## src/rtl/reg_file.sv

```systemverilog
// reg_file: architectural register file for the 8-bit core.
//   Two combinational read ports (rs1, rd) feed the ALU, and one write-back
//   port takes the ALU result. A debug dump engine walks every register
//   out over a valid/ready port and pulses dbg_done after the last one.
//
// Ports:
//   clk                core clock, rising edge
//   startup            synchronous reset, active-low
//   rs1_addr/rs1_data  read port A (combinational)
//   rd_addr/rd_data    read port B (combinational)
//   wr_en/wr_addr/wr_data  write-back port
//   dump_req           start a dump (level, sampled only while idle)
//   dbg_valid/dbg_ready    dump handshake
//   dbg_addr/dbg_data  register index/value being dumped
//   dbg_done           one-cycle pulse after the last register is accepted
//
// Configuration macro: REGFILE_BYPASS_EN
//   defined   -> a same-cycle write to a read index is forwarded to
//                rs1_data/rd_data (dbg_data is never forwarded)
//   undefined -> read ports always return the stored value
module reg_file #(
  parameter int unsigned DATA_W   = 8,
  parameter int unsigned ADDR_W   = 2,
  parameter int unsigned NUM_REGS = 4
) (
  input  logic              clk,
  input  logic              startup,
  input  logic [ADDR_W-1:0] rs1_addr,
  input  logic [ADDR_W-1:0] rd_addr,
  output logic [DATA_W-1:0] rs1_data,
  output logic [DATA_W-1:0] rd_data,
  input  logic              wr_en,
  input  logic [ADDR_W-1:0] wr_addr,
  input  logic [DATA_W-1:0] wr_data,
  input  logic              dump_req,
  output logic              dbg_valid,
  input  logic              dbg_ready,
  output logic [ADDR_W-1:0] dbg_addr,
  output logic [DATA_W-1:0] dbg_data,
  output logic              dbg_done
);

  typedef enum logic [1:0] {IDLE, WALK, DONE} state_t;

  localparam logic [ADDR_W-1:0] LAST_IDX = ADDR_W'(NUM_REGS - 1);

  logic [DATA_W-1:0] regs [NUM_REGS];
  state_t            state, state_nxt;
  logic [ADDR_W-1:0] idx, idx_nxt;

  // Register storage; reset wins over a concurrent write.
  always_ff @(posedge clk) begin
    if (!startup) begin
      for (int unsigned i = 0; i < NUM_REGS; i++) begin
        regs[i] <= '0;
      end
    end else if (wr_en) begin
      regs[wr_addr] <= wr_data;
    end
  end

  // Read ports.
  always_comb begin
`ifdef REGFILE_BYPASS_EN
    rs1_data = (startup && wr_en && (wr_addr == rs1_addr)) ? wr_data : regs[rs1_addr];
    rd_data  = (startup && wr_en && (wr_addr == rd_addr))  ? wr_data : regs[rd_addr];
`else
    rs1_data = regs[rs1_addr];
    rd_data  = regs[rd_addr];
`endif
  end

  // Dump FSM: state register.
  always_ff @(posedge clk) begin
    if (!startup) begin
      state <= IDLE;
      idx   <= '0;
    end else begin
      state <= state_nxt;
      idx   <= idx_nxt;
    end
  end

  // Dump FSM: next state. dbg_valid is 1 throughout WALK, so acceptance
  // reduces to dbg_ready there.
  always_comb begin
    state_nxt = state;
    idx_nxt   = idx;
    unique case (state)
      IDLE: begin
        if (dump_req) begin
          state_nxt = WALK;
          idx_nxt   = '0;
        end
      end
      WALK: begin
        if (dbg_ready) begin
          if (idx == LAST_IDX) state_nxt = DONE;
          else                 idx_nxt   = idx + ADDR_W'(1);
        end
      end
      DONE:    state_nxt = IDLE;
      default: state_nxt = IDLE;
    endcase
  end

  // Dump FSM: outputs. dbg_data reads storage directly, so a write in the
  // accepting cycle is reported with its pre-write value, and a write during
  // a stall shows up the following cycle.
  always_comb begin
    dbg_valid = 1'b0;
    dbg_done  = 1'b0;
    dbg_addr  = '0;
    dbg_data  = '0;
    unique case (state)
      WALK: begin
        dbg_valid = 1'b1;
        dbg_addr  = idx;
        dbg_data  = regs[idx];
      end
      DONE:    dbg_done = 1'b1;
      default: ;
    endcase
  end

endmodule

```

## config.mk

```make
export PLATFORM = sky130hd
export DESIGN_NAME = reg_file
export DESIGN_NICKNAME = d
export VERILOG_FILES = /design/src/rtl/reg_file.sv
export SDC_FILE = /design/constraint.sdc
export NUM_CORES = 1
export LEC_CHECK = 0
export BUFFER_PORTS_ARGS = -buffer_cell sky130_fd_sc_hd__buf_2
export CAP_MARGIN = 20
export CELL_PAD_IN_SITES_DETAIL_PLACEMENT = 0
export CELL_PAD_IN_SITES_GLOBAL_PLACEMENT = 1
export CORE_AREA = 2 2 71 73
export CTS_CLUSTER_DIAMETER = 40
export DETAILED_ROUTE_END_ITERATION = 8
export DIE_AREA = 0 0 73 75
export PLACE_DENSITY_LB_ADDON = 0.1
export SETUP_SLACK_MARGIN = 0.5
export SLEW_MARGIN = 20
export SYNTH_ARGS = -nofsm -noshare
export SYNTH_HDL_FRONTEND = slang
export SYNTH_SLANG_ARGS = --single-unit
```

## constraint.sdc

```tcl
create_clock -name clk -period 2.25 [get_ports clk]
set_input_delay 0 -clock clk [delete_from_list [all_inputs] [get_ports clk]]
set_output_delay 0 -clock clk [all_outputs]
set_load 0.05 [all_outputs]
```

[Word-level counts from Yosys, hierarchy flattened]
Memories as Yosys holds them, arrays and structs flattened. A register that Yosys moved wholly into a read port is not among the register bits.
Index checks and enable logic that the tools add are counted.
W data, S select, Z words.
Storage, ports and cells
  flip-flop bits (word level): 4
  bits in writable memories: 32
  output and inout bits: 28
  memories: 1
Memory list
  regs: depth 4, bits a word 8, rd ports 3, clocked after Yosys merged registers in 1, wr ports 4, line 47  | logic [DATA_W-1:0] regs [NUM_REGS];
Cells by class
  $add $sub $neg: 1
  eq/ne operators: 7
  muxes and demuxes: 21
  reductions and logical operators: 5
Operator list (count)
  $mux W2: 10
  $mux W8: 2
  $ne A2 B2 Y1 const B: 4
  $pmux W2 S2: 2
  $reduce_or A8 Y1: 1
  $mux W1: 7
  $eq A2 B2 Y1 const B: 2
  $reduce_and A4 Y1: 1
  $reduce_and A3 Y1: 1
  $add A2 B1 Y2 const B: 1
  $eq A2 B1 Y1 const B: 1
  $logic_not A2 Y1: 1
  $reduce_bool A2 Y1: 1

[Logic depth before layout (Yosys ltp)]
  word-level depth: 6
  gate-level depth with buffers: 4
  depth with buffers taken out: 4

[Least setup slack after synthesis]
No wires, ideal clock.
  path kind: register to output
  start: register state[1]
  end: output port dbg_data[0]
  arrival time: 1.392 ns
  data required time: 2.250 ns
  slack: 0.858 ns
  stages on the path, launching flop included: 4
  cell sequence: dfxtp_1 -> nand2b_2 -> inv_1 -> and2_1
Between the ends
  word-level cells in the longest chain between the ends: 2
Ends and longest elaborated chain
  start: declaration: line 48  | state_t state, state_nxt;
  start signal: assignment: line 79  | state <= state_nxt;
  $eq A2 B1 Y1: line 115  | unique case (state)
  $mux W8: line 115
  end: declaration: line 39  | output logic [DATA_W-1:0] dbg_data,
Every way passes these cells.

==> impl_summary.txt <==
----------------------------------------------------
[Outcome]
  Run status ... finished clean

[Die]
  Io pins ... 47
  Starting utilization of the core area ... between 40 and 50%
  DIE WIDTH ... 73 µm
  Die extent in y ... ~75 µm
  Placeable core area ... approximately 4700 µm²
  Die area ... between 5000 and 6000 µm²
  Row Count ... 25

[Timing]
  Setup skew after layout ... approximately 4.2 ps
  Peak clock frequency supported by timing ... between 600 and 700 MHz
  Number of pins exceeding their max-slew limit in the final report ... 0
  Final setup fails ... 0
  Share of the cycle needed by the critical path after routing ... between 70% and 80%
  Number of hold violations in the final report ... 0
  Worst max-slew margin expressed relative to the limit ... 61.3%
  Fin Setup TNS ... 0 ps
  Slew at the pin closest to its max-slew limit ... between 500 and 600 ps
  Final min period ... about 1600 ps
  RSZ-0062 raised after global routing ... false

[Route]
  Total DRC errors in the routed layout ... 0
  Detailed Route WL ... 4880 µm
  Routed wirelength normalized by instance count ... around 20 µm
  Per-cell via count in the routed design ... about 5.9
  Antenna-violating nets left ... 0
  Drt first pass iters ... 4
  Via count ... roughly 1,500
  Number of DRC violations after detailed-routing iteration 0 ... around 60

[Finish]
  Antenna diodes ... 0
  Net count reported at finish ... between 200 and 250
  Top library cells by usage in the layout, fill and taps aside ... sky130_fd_sc_hd__buf_2, sky130_fd_sc_hd__and2_1, sky130_fd_sc_hd__edfxtp_1
  Final Core Density ... around 55%
  Leading cell type in the layout, fill and taps excluded ... sky130_fd_sc_hd__buf_2
  Area growth, synth to finish ... 19.8%
  Layout cells sized above 1 ... about 44%

[CTS]
  Clock tree from TritonCTS ... built
  Clk Latency, worst-skew pair ... 290 ps
  TritonCTS buffer count ... 5
  TritonCTS sink count ... 38
  Max clock buf depth ... 2
  Register clock-pin slew on the reported worst setup and hold paths ... roughly 80 ps
  Root Buffer ... sky130_fd_sc_hd__clkbuf_8
  Maximum level of the CTS H-tree ... 2

[Yosys]
  Syn_nets ... ~160
  Library cell with the largest summed area after synthesis ... sky130_fd_sc_hd__edfxtp_1
  Post-synthesis cell count ... 144
  Flip-flop and latch count after synthesis ... 38
  Multiplexer fraction of the synthesized cell area ... 25.3%
  Synth Area in XOR/XNOR ... 0%
  Ranking of synthesized cells by area ... sky130_fd_sc_hd__edfxtp_1, sky130_fd_sc_hd__mux4_2, sky130_fd_sc_hd__and2_1, sky130_fd_sc_hd__dfxtp_1, sky130_fd_sc_hd__and3_1
  Area share of the largest cell type after synthesis ... between 40 and 50%
  Combinational family with the most area after synthesis ... multiplexers
  Mean area per synthesized cell ... roughly 15 µm²
  Netlist cell types ... 24
  Fraction of the yosys area taken by sequential cells ... between 50% and 60%
  Synth Cell Area ... 2140 µm²
  Warnings, synthesis ... 0
  Synthesized-area fraction occupied by adder cells ... less than 1%
  Simple-gate area share of the yosys netlist ... 19.0%
  Area fraction in compound gates after synthesis ... around 1.9%

[GRT]
  Antenna violations before repair ... 0
  Global-route wire length before repair ... between 7000 and 8000 µm
  Pin count of the biggest net entering global routing ... 20
  Final global-route overflow total ... 0
  Via count of the first global-routing pass ... about 1,500
  Total global routing track utilization ... 19.8%

[Power]
  Switch share ... ~28%
  Proportion of power drawn by the clock network ... between 30% and 40%
  Total power of the final layout ... around 2 mW
  Combinational share of power ... a little over a fifth
  Peak VDD IR ... 0.420 mV
  Ratio of total power to cell area ... about 760 nW/µm²
  Net load switching power ... 554 µW
  Leakage Power ... a little over 1 nW
  Int Power ... roughly 1.4 mW
  Portion of total power attributed to sequential cells ... about 44%

[Setup path]
  Endpoint type of the worst setup path ... primary output
  Setup Crit Path Kind ... register to primary output
  Data required time of the critical path ... 2250 ps
  Largest fanout on the critical path ... 8
  CP Launch Type ... register
  Critical path data arrival time ... about 1600 ps

[Placement]
  Global placement routability congestion ... 0.777
  Final HPWL DP ... 3480 µm
  Port-buffer cells ... 46

[Run]
  Number of max-cap violations ... 0

[Worst hold path]
  Path class of the lowest-slack min-delay path ... input pin to register

----------------------------------------------------
## Yosys cell counts, drive strengths merged
cell type  instances
and2              33
edfxtp            32
mux4              24
and3               8
buf                7
nand2              7
dfxtp              6
nand2b             4
o22ai              4
nand3              3
nor3b              3
o21ai              3
clkbuf             2
inv                2
nor2               2
ha                 1
nand4bb            1
nor2b              1
nor3               1
## registers in the layout (all words and copies together), names as in the netlist, named ones only
register  cells
idx           2
regs         32
state         2
## metrics by stage
step | cell area (µm²) | hold slack (ps) | setup slack [ps] | std cells
global placement | 2410 | 253 | 594 | 239
CTS | 2560 | 8.15 | 576 | 248
floorplan | 2140 | 126 | 858 | 144
global route | 2560 | 25.9 | 522 | 248
detailed placement | 2410 | 270 | 579 | 239
finish | 2560 | 23.8 | 612 | 248
## worst max-delay path, cell delays in order (launching register included)
cell	delay (ps)
sky130_fd_sc_hd__dfxtp_1	600
sky130_fd_sc_hd__mux4_2	370
sky130_fd_sc_hd__and2_1	170
sky130_fd_sc_hd__buf_2	200
## final timing paths
path	end	depth (start not counted)	start	slack, ps
hold / removal	regs[1][6]	2	wr_data[6]	20
hold reg to reg	state[0]	1	state[1]	490
setup reg to reg	register	4	idx[0]	780
setup / recovery	dbg_data[1]	3	register	610
## cell families (layout without fill, tap and decap cells)
logic type | count (synthesis) | after routing
flops | 38 | 38
buf+inv | 11 | 61
compound gates | 7 | 7
fa+ha+maj | 1 | 1
simple gates | 63 | 63
mux | 24 | 24
## timing repair
item | CTS | global route
gates resized for setup | 2 | 0
endpoints found under the hold margin | 1 | 0
buffers inserted | 0 | 0
endpoints found under the setup margin | 8 | 0
hold buffers | 1 | 0
## power groups by stage
stage | clock, mW | combinational, mW | sequential (mW)
6_report | 0.677 | 0.422 | 0.853
5_1_grt | 0.708 | 0.443 | 0.860
4_1_cts | 0.690 | 0.425 | 0.854
3_5_place_dp | 0 | 0.424 | 0.870
3_3_place_gp | 0 | 0.416 | 0.863
2_1_floorplan | 0 | 0.333 | 0.851
## per-layer routing
layer / share of wire [%] / global-route usage, %
met3: 4.9 / 3.35
met4: 1.8 / 9.05
met2: 56 / 36.9
met5: 0 / 0
met1: 38 / 21.9
## layout make-up
class | count | area, µm²
Clock buffer | 5 | 68.8
Clock inverter | 3 | 63.8
Fill cell | 403 | 2100
Inverter | 2 | 7.51
Multi-Input combinational cell | 95 | 998
Sequential cell | 38 | 1080
Tap cell | 54 | 67.6
Timing Repair Buffer | 51 | 270
No activity file was read; power rests on OpenSTA's default activity.
